[src/rtl/fifo_read_fsm_pkg.sv]
// Shared definitions for the encoder FIFO read-side controller.
package fifo_read_fsm_pkg;

  localparam int unsigned DEF_DATA_W = 8;
  localparam int unsigned DEF_CNT_W  = 5;

  // Encodings line up with the write-enable FSM on the fill side.
  typedef enum logic [1:0] {
    ST_IDLE    = 2'd0,
    ST_READING = 2'd1,
    ST_DONE    = 2'd2
  } state_e;

endpackage

[src/rtl/fifo_read_fsm_out_buf2.sv]
// Two-entry FIFO-ordered skid buffer that absorbs the one-cycle FIFO read latency.
module fifo_read_fsm_out_buf2 #(
  parameter int unsigned DATA_W = 8
) (
  input  logic              clock,
  input  logic              reset,
  input  logic              push,
  input  logic [DATA_W-1:0] wdata,
  input  logic              pop,
  output logic [DATA_W-1:0] head,
  output logic              valid,
  output logic [1:0]        occ
);

  logic [DATA_W-1:0] head_q, head_d;
  logic [DATA_W-1:0] tail_q, tail_d;
  logic [1:0]        occ_q, occ_d;
  logic              valid_q, valid_d;

  // Slot 0 is always the stream head; slot 1 only holds data while slot 0 is stalled.
  always_comb begin
    head_d = head_q;
    tail_d = tail_q;
    occ_d  = occ_q;
    if (push && pop) begin
      if (occ_q == 2'd2) begin
        head_d = tail_q;
        tail_d = wdata;
      end else begin
        head_d = wdata;
      end
    end else if (push) begin
      if (occ_q == 2'd0) begin
        head_d = wdata;
      end else begin
        tail_d = wdata;
      end
      occ_d = occ_q + 2'd1;
    end else if (pop) begin
      head_d = tail_q;
      occ_d  = occ_q - 2'd1;
    end
    valid_d = (occ_d != 2'd0);
  end

  always_ff @(posedge clock) begin
    if (!reset) begin
      head_q  <= '0;
      tail_q  <= '0;
      occ_q   <= 2'd0;
      valid_q <= 1'b0;
    end else begin
      head_q  <= head_d;
      tail_q  <= tail_d;
      occ_q   <= occ_d;
      valid_q <= valid_d;
    end
  end

  assign head  = head_q;
  assign valid = valid_q;
  assign occ   = occ_q;

endmodule

[src/rtl/fifo_read_fsm.sv]
// Read-side controller: drains len FIFO entries onto a valid/ready stream at one word per cycle.
module fifo_read_fsm
  import fifo_read_fsm_pkg::*;
#(
  parameter int unsigned DATA_W = DEF_DATA_W,
  parameter int unsigned CNT_W  = DEF_CNT_W
) (
  input  logic              clock,
  input  logic              reset,
  input  logic              start,
  input  logic [CNT_W-1:0]  len,
  input  logic              fifo_empty,
  output logic              fifo_re,
  input  logic [DATA_W-1:0] fifo_rdata,
  output logic [DATA_W-1:0] out_data,
  output logic              out_valid,
  input  logic              out_ready,
  output logic [CNT_W-1:0]  rd_count,
  output logic              done
);

  state_e           state_q, state_d;
  logic [CNT_W-1:0] len_q, len_d;
  logic [CNT_W-1:0] issued_q, issued_d;
  logic [CNT_W-1:0] rd_count_q, rd_count_d;
  logic             inflight_q, inflight_d;
  logic             done_q, done_d;

  logic             xfer_c;
  logic             fifo_re_c;
  logic [1:0]       occ;
  logic [2:0]       pending_c;

  fifo_read_fsm_out_buf2 #(
    .DATA_W (DATA_W)
  ) u_out_buf2 (
    .clock (clock),
    .reset (reset),
    .push  (inflight_q),
    .wdata (fifo_rdata),
    .pop   (xfer_c),
    .head  (out_data),
    .valid (out_valid),
    .occ   (occ)
  );

  // Credit: a new read is allowed only if its word is guaranteed a buffer slot.
  always_comb begin
    xfer_c    = out_valid & out_ready;
    pending_c = 3'(occ) + 3'(inflight_q) - 3'(xfer_c);
    fifo_re_c = (state_q == ST_READING) & ~fifo_empty
              & (issued_q != len_q) & (pending_c < 3'd2);
  end

  always_comb begin
    state_d    = state_q;
    len_d      = len_q;
    issued_d   = issued_q;
    rd_count_d = rd_count_q;
    inflight_d = fifo_re_c;
    if (fifo_re_c) begin
      issued_d = issued_q + CNT_W'(1);
    end
    if (xfer_c) begin
      rd_count_d = rd_count_q + CNT_W'(1);
    end
    unique case (state_q)
      ST_IDLE, ST_DONE: begin
        if (start) begin
          len_d      = len;
          issued_d   = '0;
          rd_count_d = '0;
          state_d    = (len == '0) ? ST_DONE : ST_READING;
        end
      end
      ST_READING: begin
        if (xfer_c && (rd_count_q == len_q - CNT_W'(1))) begin
          state_d = ST_DONE;
        end
      end
      default: state_d = ST_IDLE;
    endcase
    done_d = (state_d == ST_DONE);
  end

  always_ff @(posedge clock) begin
    if (!reset) begin
      state_q    <= ST_IDLE;
      len_q      <= '0;
      issued_q   <= '0;
      rd_count_q <= '0;
      inflight_q <= 1'b0;
      done_q     <= 1'b0;
    end else begin
      state_q    <= state_d;
      len_q      <= len_d;
      issued_q   <= issued_d;
      rd_count_q <= rd_count_d;
      inflight_q <= inflight_d;
      done_q     <= done_d;
    end
  end

  assign fifo_re  = fifo_re_c;
  assign rd_count = rd_count_q;
  assign done     = done_q;

endmodule

[config.mk]
export PLATFORM = sky130hd
export DESIGN_NAME = fifo_read_fsm
export DESIGN_NICKNAME = d
export VERILOG_FILES = /design/src/rtl/fifo_read_fsm_pkg.sv /design/src/rtl/fifo_read_fsm_out_buf2.sv /design/src/rtl/fifo_read_fsm.sv
export SDC_FILE = /design/constraint.sdc
export NUM_CORES = 1
export LEC_CHECK = 0
export BUFFER_PORTS_ARGS = -buffer_cell sky130_fd_sc_hd__buf_2
export CORE_MARGIN = 4
export CORE_UTILIZATION = 56
export CTS_BUF_LIST = sky130_fd_sc_hd__clkbuf_4
export CTS_CLUSTER_DIAMETER = 60
export DETAILED_ROUTE_END_ITERATION = 8
export GPL_ROUTABILITY_DRIVEN = 0
export PLACE_DENSITY_LB_ADDON = 0.25
export SYNTH_ARGS = -nofsm -noshare
export SYNTH_HDL_FRONTEND = slang
export SYNTH_SLANG_ARGS = --single-unit
export TNS_END_PERCENT = 30
[constraint.sdc]
create_clock -name clock -period 4.1 [get_ports clock]
set_input_delay 0.82 -clock clock [delete_from_list [all_inputs] [get_ports clock]]
set_output_delay 0.82 -clock clock [all_outputs]
set_load 0.01 [all_outputs]
-- Yosys cells after proc, flatten, opt, wreduce, memory -nomap -nowiden
Index checks and enable logic that the tools add are counted.
- $add $sub $neg: 7
- multiply operators: 0
- div/mod/pow operators: 0
- $lt $le $gt $ge: 1
- eq/ne operators: 9
- shift-type cells: 0
- muxes and demuxes: 22
- bitwise gates (word level): 5
- reduce and logical (&&, ||, !) cells: 12
- operator list (kind ; number):
    $mux W8 ; 9
    $mux W5 ; 6
    $mux W2 ; 6
    $add A5 B1 Y5 const B ; 2
    $eq A2 B2 Y1 const B ; 3
    $eq A5 B5 Y1 ; 1
    $logic_not A5 Y1 ; 1
    $ne A5 B5 Y1 ; 1
    $sub A5 B1 Y5 const B ; 1
    $and A1 B1 Y1 ; 4
    $logic_not A2 Y1 ; 2
    $pmux W2 S2 ; 1
    $reduce_and A2 Y1 ; 2
    $reduce_bool A2 Y1 ; 2
    $add A2 B1 Y3 ; 1
    $lt A3 B2 Y1 const B ; 1
    $ne A3 B1 Y1 const B ; 1
    $reduce_and A3 Y1 ; 1
    $reduce_bool A3 Y1 ; 1
    $sub A3 B1 Y3 ; 1
    $add A2 B1 Y2 const B ; 1
    $eq A2 B1 Y1 const B ; 1
    $logic_and A1 B1 Y1 ; 2
    $ne A2 B1 Y1 const B ; 1
    other kinds (4) ; 4
- register bits after elaboration: 38
- latch bits: 0
- bits in writable memories: 0
- memory bits (read-only): 0
- input bits: 18
- logic and storage cells: 66
- memories: 0

-- Longest topological paths before layout
Gate-level depths: netlist of run 1.
- word-level depth: 7
- depth in mapped cells: 9
- gate-level depth less buffers: 9

-- Modules after synthesis
From an unflattened synthesis of run 1, not the netlist that was laid out.
- cells, all modules: 217
- area, all modules: 1991.9 um2
- modules (own cells, without submodules) (module ; times used ; cells an instance ; area each (um2)):
    fifo_read_fsm ; 1 ; 123 ; 1067.3
    fifo_read_fsm_out_buf2 ; 1 ; 94 ; 924.6

-- Worst setup path after synthesis of run 1
No wires, ideal clock.
- kind: input port to output port
- from: input out_ready
- to: output fifo_re
- arrival time: 2.719 ns
- data required time: 3.280 ns
- path slack: 0.561 ns
- cell stages on the path: 8
- path buffers: 0
- path through: nand2_1 clkinv_1 ha_1 nor2b_1 fa_1 nor4b_1 nand2_1 a21oi_1
- longest elaborated chain between the ends: 4
- ends and longest elaborated chain (what ; line ; source):
    start, declared ; fifo_read_fsm.sv:17 ; input logic out_ready,
    $and A1 B1 Y1 ; fifo_read_fsm.sv:49 ; xfer_c = out_valid & out_ready;
    $sub A3 B1 Y3 ; fifo_read_fsm.sv:50 ; pending_c = 3'(occ) + 3'(inflight_q) - 3'(xfer_c);
    $lt A3 B2 Y1 ; fifo_read_fsm.sv:52 ; & (issued_q != len_q) & (pending_c < 3'd2);
    $and A1 B1 Y1 ; fifo_read_fsm.sv:52 ;
    end, declared ; fifo_read_fsm.sv:13 ; output logic fifo_re,
No other way between the ends.

-- Worst setup path in the final report of run 1
Same ends and word-level chain as after synthesis.

==> results of run 1 <==
-- stage by stage --
step / instance area, um^2 / instances / setup slack, ns / util [%]
final: 2160 / 293 / 0.525 / 69.7
after global routing: 2160 / 293 / 0.291 / 69.7
after CTS: 2160 / 293 / 0.499 / 69.7
after detailed placement: 2060 / 285 / 0.500 / 66.5
after global placement: 2060 / 285 / 0.566 / 66.5
after floorplan: 1860 / 213 / 0.561 / -
-- worst reg2reg max path: cells and delay by family (launching register included) --
family                     cells  cell delay [ns]
AOI/OAI and AO/OA              1             0.34
adders and majority gates      2             0.71
buffers and inverters          1             0.10
DFF                            1             0.37
muxes                          1             0.23
and+or+nand+nor                4             0.69
-- flip-flops by register name, indices dropped and copies added (netlist names) --
name	count
u_out_buf2.head	8
u_out_buf2.occ	2
state_q	2
done	1
inflight_q	1
rd_count	5
issued_q	5
u_out_buf2.tail_q	8
u_out_buf2.valid	1
len_q	5
-- report_power, final --
| group | switching (mW) | internal [mW] | leakage (nW) |
|---|---|---|---|
| sequential | 0.0326 | 0.406 | 0.309 |
| clock | 0.128 | 0.188 | 0.0528 |
| combinational | 0.124 | 0.0944 | 0.568 |
| total | 0.285 | 0.688 | 0.929 |
-- logic make-up (layout without fill, tap and decap cells) --
| logic type | Yosys count | count (layout) | share of synthesized area [%] |
|---|---|---|---|
| and+or+nand+nor | 89 | 89 | 22.3 |
| muxes | 14 | 14 | 7.54 |
| DFF | 38 | 38 | 40.9 |
| xor gates and xnor gates | 16 | 16 | 7.54 |
| buffers and inverters | 16 | 52 | 3.50 |
| adders and majority gates | 7 | 7 | 5.12 |
| AOI/OAI and AO/OA | 33 | 33 | 13.1 |
-- layer usage --
layer,share of wire [%],wire length [um]
met1,44,1760
met4,2.1,84
met2,48,1920
met5,0,0
met3,5.8,230
-- final cells by class --
class | count | share of cell area [%]
clock buffers | 5 | 1.74
clock inverters | 3 | 2.95
inverters | 9 | 1.56
multi-input cells | 159 | 47.7
flip-flops and latches | 38 | 35.2
well taps | 44 | 2.54
repair buffers | 35 | 8.33
-- worst min path at each step --
stage                                    end  depth (start not counted)  slack [ns]
after detailed placement  u_out_buf2.head[5]                          2        0.47
after CTS                 u_out_buf2.head[7]                          2        0.49
after floorplan                  issued_q[4]                          2        0.45
final                     u_out_buf2.head[7]                          2        0.49
after global routing      u_out_buf2.head[7]                          2        0.52
after global placement           issued_q[4]                          2        0.47
-- cells in the mapped netlist (all sizes together) --
master | instances | share of area [%]
and3 | 2 | 0.67
nor2b | 3 | 1.0
ha | 6 | 4.0
buf | 2 | 0.67
xnor2 | 4 | 1.9
a211oi | 3 | 1.2
o21bai | 1 | 0.40
nand4 | 3 | 1.0
a2111o | 1 | 0.61
and2 | 1 | 0.34
o221ai | 1 | 0.47
o211ai | 2 | 1.1
nand2b | 3 | 1.0
nor4b | 1 | 0.47
nand3 | 14 | 3.8
nand2 | 23 | 4.6
clkinv | 2 | 0.40
or4 | 2 | 1.0
or2 | 1 | 0.34
clkbuf | 5 | 1.0
o21ai | 3 | 0.81
nor2 | 30 | 6.1
a211o | 2 | 0.94
nor3 | 2 | 0.54
o22ai | 3 | 1.0
or3 | 3 | 1.0
a21oi | 7 | 1.9
a311oi | 9 | 4.2
dfxtp | 38 | 41
xor2 | 12 | 5.7
nand3b | 1 | 0.40
a21boi | 1 | 0.40
mux2i | 14 | 7.5
inv | 7 | 1.4
fa | 1 | 1.1
==> results.txt, run 1 <==
number of clock sinks - 38
worst-margin pin slew - 0.899 ns
number of port buffers - 33
initial antenna violation count - 0
Netlist cell types - 38
leakage power - 0.929 nW
cell depth of the worst setup path - 10
Starting Density - 59.9%
f_max - 280 MHz
worst reg2reg path depth - 9
Setup Buffers After CTS - 0
crit path to - fifo_re
kind of critical path - in -> out
Clock Latency Late Sink - 0.35 ns
# fillers - 291
Fin. Hold Viols - 0
Reg-to-Reg Start - u_out_buf2.valid
Buf/Inv on CP - 3
Crit. End Element - primary output
pins over their slew limit - 0
Power Dens Cells - 450 nW/um^2
Hold WC Path Type - reg -> reg
Synth Area per Inst - 8.72 um^2
WHS - 0.492 ns
CP arrival - 2.76 ns
CP top delay family - adder cells
Max Cap Viol - 0
most used cells in the layout excluding fill and tap cells - 38 x dfxtp_1, 33 x buf_2, 30 x nor2_1
Tmin final - 3.58 ns
Clock Pin Slew Worst Setup and Hold Paths - 0.11 ns
DIE HEIGHT - 65.6 um
Area growth syn-to-layout - 16.4%
unrepaired setup endpoints after global routing - false
drt total wl - 4000 um
total CTS buffers - 5
commonest non-fill, non-tap cell in the layout - dfxtp_1
grt peak-use layer - met2
overall power - 973 uW
post-synthesis cell area - 1860 um^2
setup violators final - 0
Post-CTS Resized - 0
Req. time, crit path - 3.28 ns
GR Overflow Total - 0
Hold Startpoint - u_out_buf2.tail_q[7]
Worst path max stage delay - 0.42 ns
worst-case clock buffer depth - 2
clk root buf - clkbuf_4
Synth Instances - 213
Clock Skew - 0.00483 ns
status - finished clean
initial DRC count - 121
first-pass GRT wire length - 6700 um
Antenna Violating Nets Remaining - 0
chip width - 65.6 um
sequential area share after synthesis - 40.9%
post-detail-place hpwl - 2930 um
routed len/inst - 13.6 um
setup_tns - 0 ns
VDD IR max - 257 uV
TritonCTS clock tree - yes
DR vias/cell - 5.60
H-Tree Depth - 2
fin nets - 273
Vias - 1,640
pin count of the biggest net entering global routing - 28
area of the multi-input gates - 1030 um^2
fin crit share - 87.2%
row count - 20
critical path startpoint - out_ready
layout cells sized above 1 - 18.1%
met2 Usage GRT - 33.9%
GR Util met1 - 22.8%
cts hold-fix bufs - 0
vias in the first global route - 1,562
drt first pass iters - 4
drt drc - 0
Yosys reg bits - 38
critical path peak fanout - 6
crit path cell chain - buf_2 > nand2_1 > clkinv_1 > ha_1 > nor2b_1 > fa_1 > nor4b_1 > nand2_1 > a21oi_1 > buf_2
core area - 3100 um^2
ANT cells - 0
reg-to-reg endpoint - issued_q[3]
register area - 761 um^2
IO Pins - 34
Post-Syn Nets - 238
M3 GR Usage - 7.18%
DIE AREA - 4300 um^2
Startpoint Class - input pin
all-layer global routing usage - 20.4%
Rel. slew slack - 39.9%
R2R setup slack - 1.61 ns
slowest stage cell, crit path - fa_1
Synth warnings - 0
Power figures use the tool's default switching activity.
==> run 2: changes to the inputs <==
--- a/config.mk
+++ b/config.mk
@@ -7,12 +7,13 @@
 export LEC_CHECK = 0
 export BUFFER_PORTS_ARGS = -buffer_cell sky130_fd_sc_hd__buf_2
 export CORE_MARGIN = 4
-export CORE_UTILIZATION = 56
+export CORE_UTILIZATION = 52
 export CTS_BUF_LIST = sky130_fd_sc_hd__clkbuf_4
 export CTS_CLUSTER_DIAMETER = 60
 export DETAILED_ROUTE_END_ITERATION = 8
 export GPL_ROUTABILITY_DRIVEN = 0
 export PLACE_DENSITY_LB_ADDON = 0.25
+export REMOVE_ABC_BUFFERS = 1
 export SYNTH_ARGS = -nofsm -noshare
 export SYNTH_HDL_FRONTEND = slang
 export SYNTH_SLANG_ARGS = --single-unit
==> constraint.sdc (replaced) <==
create_clock -name clock -period 3.2 [get_ports clock]
set_input_delay 0.64 -clock clock [delete_from_list [all_inputs] [get_ports clock]]
set_output_delay 0.64 -clock clock [all_outputs]
set_load 0.01 [all_outputs]
==> results.txt, run 2 (synthesis results as in run 1) <==
status - finished clean (unchanged)
Rel. slew slack - 59.2% (was 39.9%)
CP top delay family - adder cells (unchanged)
Hold EP - u_out_buf2.head[7] (unchanged)
worst-case clock buffer depth - 2 (unchanged)
Clock Skew - 0.00991 ns (was 0.00483 ns)
pin count of the biggest net entering global routing - 17 (was 28)
Starting Density - 54.8% (was 59.9%)
drt first pass iters - 5 (was 4)
critical path peak fanout - 2 (was 6)
commonest non-fill, non-tap cell in the layout - dfxtp_1 (unchanged)
R2R setup slack - 0.64 ns (was 1.61 ns)
Power Dens Cells - 566 nW/um^2 (was 450 nW/um^2)
sequential power share - 44.5% (was 45.1%)
Post-Place Setup Slack - 0.0664 ns (was 0.500 ns)
Buf/Inv on CP - 3 (unchanged)
Vias - 1,635 (was 1,640)
vias in the first global route - 1,604 (was 1,562)
Startpoint Class - input pin (unchanged)
core area - 3390 um^2 (was 3100 um^2)
Area growth syn-to-layout - 20.0% (was 16.4%)
fin crit share - 95.4%
H-Tree Depth - 2 (unchanged)
clk root buf - clkbuf_4 (unchanged)
all-layer global routing usage - 19.2% (was 20.4%)
worst reg2reg path depth - 11 (was 9)
initial DRC count - 53 (was 121)
post-placement cell area - 2110 um^2 (was 2060 um^2)
cell-internal power - 896 uW (was 688 uW)
drt drc - 0 (unchanged)
Clock Latency Late Sink - 0.34 ns (was 0.35 ns)
WHS - 0.489 ns (was 0.492 ns)
chip width - 67.8 um (was 65.6 um)
ANT cells - 0 (unchanged)
slowest stage cell, crit path - fa_1 (unchanged)
Antenna Violating Nets Remaining - 0 (unchanged)
number of port buffers - 33 (unchanged)
TritonCTS clock tree - yes (unchanged)
IO Pins - 34 (unchanged)
Tmin final - 3.05 ns
row count - 21 (was 20)
fin nets - 280 (was 273)
setup violators final - 0 (unchanged)
f_max - 328 MHz
pins over their slew limit - 0 (unchanged)
Req. time, crit path - 2.56 ns (was 3.28 ns)
kind of critical path - in -> out (unchanged)
Hold WC Path Type - reg -> reg (unchanged)
first-pass GRT wire length - 6730 um (was 6700 um)
# fillers - 283 (was 291)
VDD IR max - 410 uV (was 257 uV)
Clock Power Share - 31.8% (was 32.5%)
worst-margin pin slew - 0.607 ns (was 0.899 ns)
post-route setup slack - 0.148 ns (was 0.525 ns)
post-detail-place hpwl - 2850 um (was 2930 um)
Crit. End Element - primary output (unchanged)
Net Switching - 366 uW (was 285 uW)
DR vias/cell - 5.41 (was 5.60)
drt total wl - 3930 um (was 4000 um)
cts hold-fix bufs - 0 (unchanged)
Clock Pin Slew Worst Setup and Hold Paths - 0.12 ns (was 0.11 ns)
number of clock sinks - 38 (unchanged)
layout cells sized above 1 - 21.5% (was 18.1%)
fin area - 2230 um^2 (was 2160 um^2)
reg-to-reg endpoint - issued_q[4] (was issued_q[3])
initial antenna violation count - 0 (unchanged)
Net Sw Frac - 29.0% (was 29.3%)
Hold Startpoint - u_out_buf2.tail_q[7] (unchanged)
Fin. Hold Viols - 0 (unchanged)
GR Overflow Total - 0 (unchanged)
Reg-to-Reg Start - u_out_buf2.valid (unchanged)
most used cells in the layout excluding fill and tap cells - 37 x dfxtp_1, 33 x buf_2, 30 x nor2_1 (was 38 x dfxtp_1, 33 x buf_2, 30 x nor2_1)
setup_tns - 0 ns (unchanged)
leakage power - 0.964 nW (was 0.929 nW)
total CTS buffers - 5 (unchanged)
routed len/inst - 13.0 um (was 13.6 um)
Worst path max stage delay - 0.44 ns (was 0.42 ns)
crit path cell chain - buf_2 > nand2_1 > clkinv_1 > ha_1 > nor2b_1 > fa_1 > nor4b_2 > nand2_1 > a21oi_2 > buf_2 (was buf_2 > nand2_1 > clkinv_1 > ha_1 > nor2b_1 > fa_1 > nor4b_1 > nand2_1 > a21oi_1 > buf_2)
combinational share of power - 23.7% (was 22.4%)
DIE AREA - 4590 um^2 (was 4300 um^2)
DIE HEIGHT - 67.8 um (was 65.6 um)
unrepaired setup endpoints after global routing - false (unchanged)
Max Cap Viol - 0 (unchanged)
CP arrival - 2.41 ns (was 2.76 ns)
Hold Crit Depth - 2 (unchanged)
[run 2: worst register-to-register path, cell delays in order (launching register included)]
cell,delay (ns)
dfxtp_2,0.36
nand2_1,0.09
clkinv_1,0.08
ha_1,0.29
nor2b_1,0.14
fa_1,0.44
nor4b_2,0.22
nand2_1,0.13
buf_4,0.15
buf_4,0.14
a211oi_1,0.27
mux2i_1,0.21
[run 2: final cells by class]
cell class,count,area [um^2],area share [%]
repair buffers,42,233,10.4
clock buffers,5,37.5,1.68
multi-input cells,159,1040,46.7
clock inverters,3,63.8,2.86
inverters,9,33.8,1.52
well taps,46,57.6,2.58
flip-flops and latches,38,762,34.2
[run 2: what timing repair did]
action,4_1_cts,5_1_grt
setup endpoints to repair,0,1
gates resized for setup,0,3
hold endpoints to repair,0,0
setup buffers,0,1
[run 2: layer usage]
layer | vias up | track usage [%] | share of wire [%]
li1 | 838 | - | -
met1 | 760 | 22.8 | 47
met2 | 37 | 34.1 | 48
met3 | 0 | 3.99 | 4.4
met4 | 0 | 6.70 | 0
met5 | - | 0 | 0
[run 2: how the worst max path moves through the flow]
stage,startpoint,end,cells past startpoint
floorplan,out_ready,fifo_re,8
global placement,out_ready,fifo_re,10
detailed placement,out_ready,fifo_re,10
CTS,u_out_buf2.valid,fifo_re,9
global route,u_out_buf2.valid,fifo_re,9
finish,out_ready,fifo_re,10
[run 2: metrics by stage]
stage | util [%] | cells | power [mW]
6_report | 65.8 | 302 | 1.26
5_1_grt | 65.8 | 302 | 1.34
4_1_cts | 65.2 | 301 | 1.27
3_5_place_dp | 62.2 | 293 | 0.861
3_3_place_gp | 62.2 | 293 | 0.855
2_1_floorplan | - | 206 | 0.754
[run 2: power by group through the flow]
stage | Clock (mW) | Sequential [mW] | Combinational, mW
2_1_floorplan | 0 | 0.581 | 0.174
5_1_grt | 0.428 | 0.569 | 0.338
6_report | 0.401 | 0.562 | 0.299
4_1_cts | 0.413 | 0.560 | 0.293
3_3_place_gp | 0 | 0.568 | 0.286
3_5_place_dp | 0 | 0.570 | 0.291
==> run 3: changes to the inputs <==
--- a/config.mk
+++ b/config.mk
@@ -5,12 +5,12 @@
 export SDC_FILE = /design/constraint.sdc
 export NUM_CORES = 1
 export LEC_CHECK = 0
-export BUFFER_PORTS_ARGS = -buffer_cell sky130_fd_sc_hd__buf_2
 export CORE_MARGIN = 4
-export CORE_UTILIZATION = 52
+export CORE_UTILIZATION = 59
 export CTS_BUF_LIST = sky130_fd_sc_hd__clkbuf_4
 export CTS_CLUSTER_DIAMETER = 60
 export DETAILED_ROUTE_END_ITERATION = 8
+export DONT_BUFFER_PORTS = 1
 export GPL_ROUTABILITY_DRIVEN = 0
 export PLACE_DENSITY_LB_ADDON = 0.25
 export REMOVE_ABC_BUFFERS = 1
==> results.txt, run 3 (synthesis results as in run 1) <==
status - finished clean (unchanged)
Req. time, crit path - 2.56 ns (about the same)
total CTS buffers - 5 (unchanged)
Post-Place Setup Slack - 0.0842 ns (was 0.0664 ns)
f_max - 332 MHz (was 328 MHz)
number of port buffers - 0 (was 33)
fin crit share - 94.1% (was 95.4%)
drt drc - 0 (unchanged)
Startpoint Class - register (was input pin)
DR vias/cell - 5.80 (was 5.41)
layout cells sized above 1 - 9.55% (was 21.5%)
Clock Latency Late Sink - 0.34 ns (about the same)
pins over their slew limit - 0 (unchanged)
WHS - 0.430 ns (was 0.489 ns)
post-detail-place hpwl - 3000 um (was 2850 um)
drt total wl - 4000 um (was 3930 um)
slowest stage cell, crit path - fa_1 (unchanged)
number of clock sinks - 38 (unchanged)
Starting Density - 61.4% (was 54.8%)
Power Dens Cells - 571 nW/um^2 (was 566 nW/um^2)
core area - 3030 um^2 (was 3390 um^2)
Clock Pin Slew Worst Setup and Hold Paths - 0.11 ns (was 0.12 ns)
CP arrival - 2.37 ns (was 2.41 ns)
VDD IR max - 418 uV (was 410 uV)
pin count of the biggest net entering global routing - 22 (was 17)
drt first pass iters - 4 (was 5)
initial antenna violation count - 0 (unchanged)
leakage power - 0.790 nW (was 0.964 nW)
placed cells - 255 (was 293)
most used cells in the layout excluding fill and tap cells - 37 x dfxtp_1, 30 x nor2_1, 23 x nand2_1 (was 37 x dfxtp_1, 33 x buf_2, 30 x nor2_1)
commonest non-fill, non-tap cell in the layout - dfxtp_1 (unchanged)
H-Tree Depth - 2 (unchanged)
first-pass GRT wire length - 6580 um (was 6730 um)
Non-Filler Instances - 264 (was 302)
Clock Skew - 0.0104 ns (was 0.00991 ns)
ANT cells - 0 (unchanged)
row count - 20 (was 21)
chip width - 64.1 um (was 67.8 um)
routed len/inst - 15.2 um (was 13.0 um)
Worst path max stage delay - 0.44 ns (about the same)
post-route setup slack - 0.190 ns (was 0.148 ns)
TritonCTS clock tree - yes (unchanged)
setup_tns - 0 ns (unchanged)
worst-margin pin slew - 0.881 ns (was 0.607 ns)
Area growth syn-to-layout - 8.89% (was 20.0%)
Max Cap Viol - 0 (unchanged)
Rel. slew slack - 41.1% (was 59.2%)
Vias - 1,531 (was 1,635)
IO Pins - 34 (unchanged)
all-layer global routing usage - 20.6% (was 19.2%)
Buf/Inv on CP - 1 (was 3)
kind of critical path - reg -> out (was in -> out)
Fin. Hold Viols - 0 (unchanged)
unrepaired setup endpoints after global routing - false (unchanged)
vias in the first global route - 1,410 (was 1,604)
clk root buf - clkbuf_4 (unchanged)
CP top delay family - adder cells (unchanged)
DIE HEIGHT - 64.1 um (was 67.8 um)
crit path cell chain - nand2_1 > clkinv_1 > ha_1 > nor2b_2 > fa_1 > nor4b_2 > nand2_1 > a21oi_2 (was buf_2 > nand2_1 > clkinv_1 > ha_1 > nor2b_1 > fa_1 > nor4b_2 > nand2_1 > a21oi_2 > buf_2)
Hold WC Path Type - in -> reg (was reg -> reg)
Tmin final - 3.01 ns (was 3.05 ns)
Antenna Violating Nets Remaining - 0 (unchanged)
CP dominant cell by count - nand2_1
cts hold-fix bufs - 0 (unchanged)
setup violators final - 0 (unchanged)
initial DRC count - 120 (was 53)
fin nets - 244 (was 280)
DIE AREA - 4110 um^2 (was 4590 um^2)
critical path peak fanout - 7 (was 2)
GR Overflow Total - 0 (unchanged)
Crit. End Element - primary output (unchanged)
worst-case clock buffer depth - 2 (unchanged)
## run 3: routing by layer
metal	global-route usage, %	share of wire (%)	up-vias
met5	0	0	-
met4	6.86	1.2	0
met3	7.56	6.5	5
met2	34.2	51	37
met1	24.6	41	727
li1	-	-	762
## run 3: worst paths after layout
check	from	to	slack, ns	depth (start not counted)
worst min register to register	u_out_buf2.tail_q[5]	u_out_buf2.head[5]	0.49	2
worst max-delay path	u_out_buf2.valid	fifo_re	0.19	8
worst max register to register	u_out_buf2.valid	issued_q[3]	0.68	10
worst min-delay path	reset	inflight_q	0.43	1
## run 3: report_power, final
| group | internal, mW | switching [mW] |
|---|---|---|
| Clock | 0.183 | 0.151 |
| Combinational | 0.104 | 0.135 |
| Sequential | 0.521 | 0.0618 |
## run 3: area by class of cell
class	count	area [um^2]
flip-flops and latches	38	762
inverters	9	33.8
multi-input cells	159	1040
fillers	249	1000
clock inverters	1	30.0
repair buffers	6	45.0
clock buffers	7	52.6
well taps	44	55.1
## run 3: stage by stage
step,utilization (%),power [mW],cell area (um^2)
detailed placement,63.4,0.822,1920
CTS,66.3,1.16,2010
finish,66.8,1.16,2020
floorplan,-,0.754,1830
global route,66.8,1.22,2020
global placement,63.4,0.805,1920
## run 3: timing repair
action | CTS | global route
setup endpoints to repair | 1 | 1
pin swaps | 0 | 1
buffers inserted | 0 | 1
resized for setup | 2 | 2
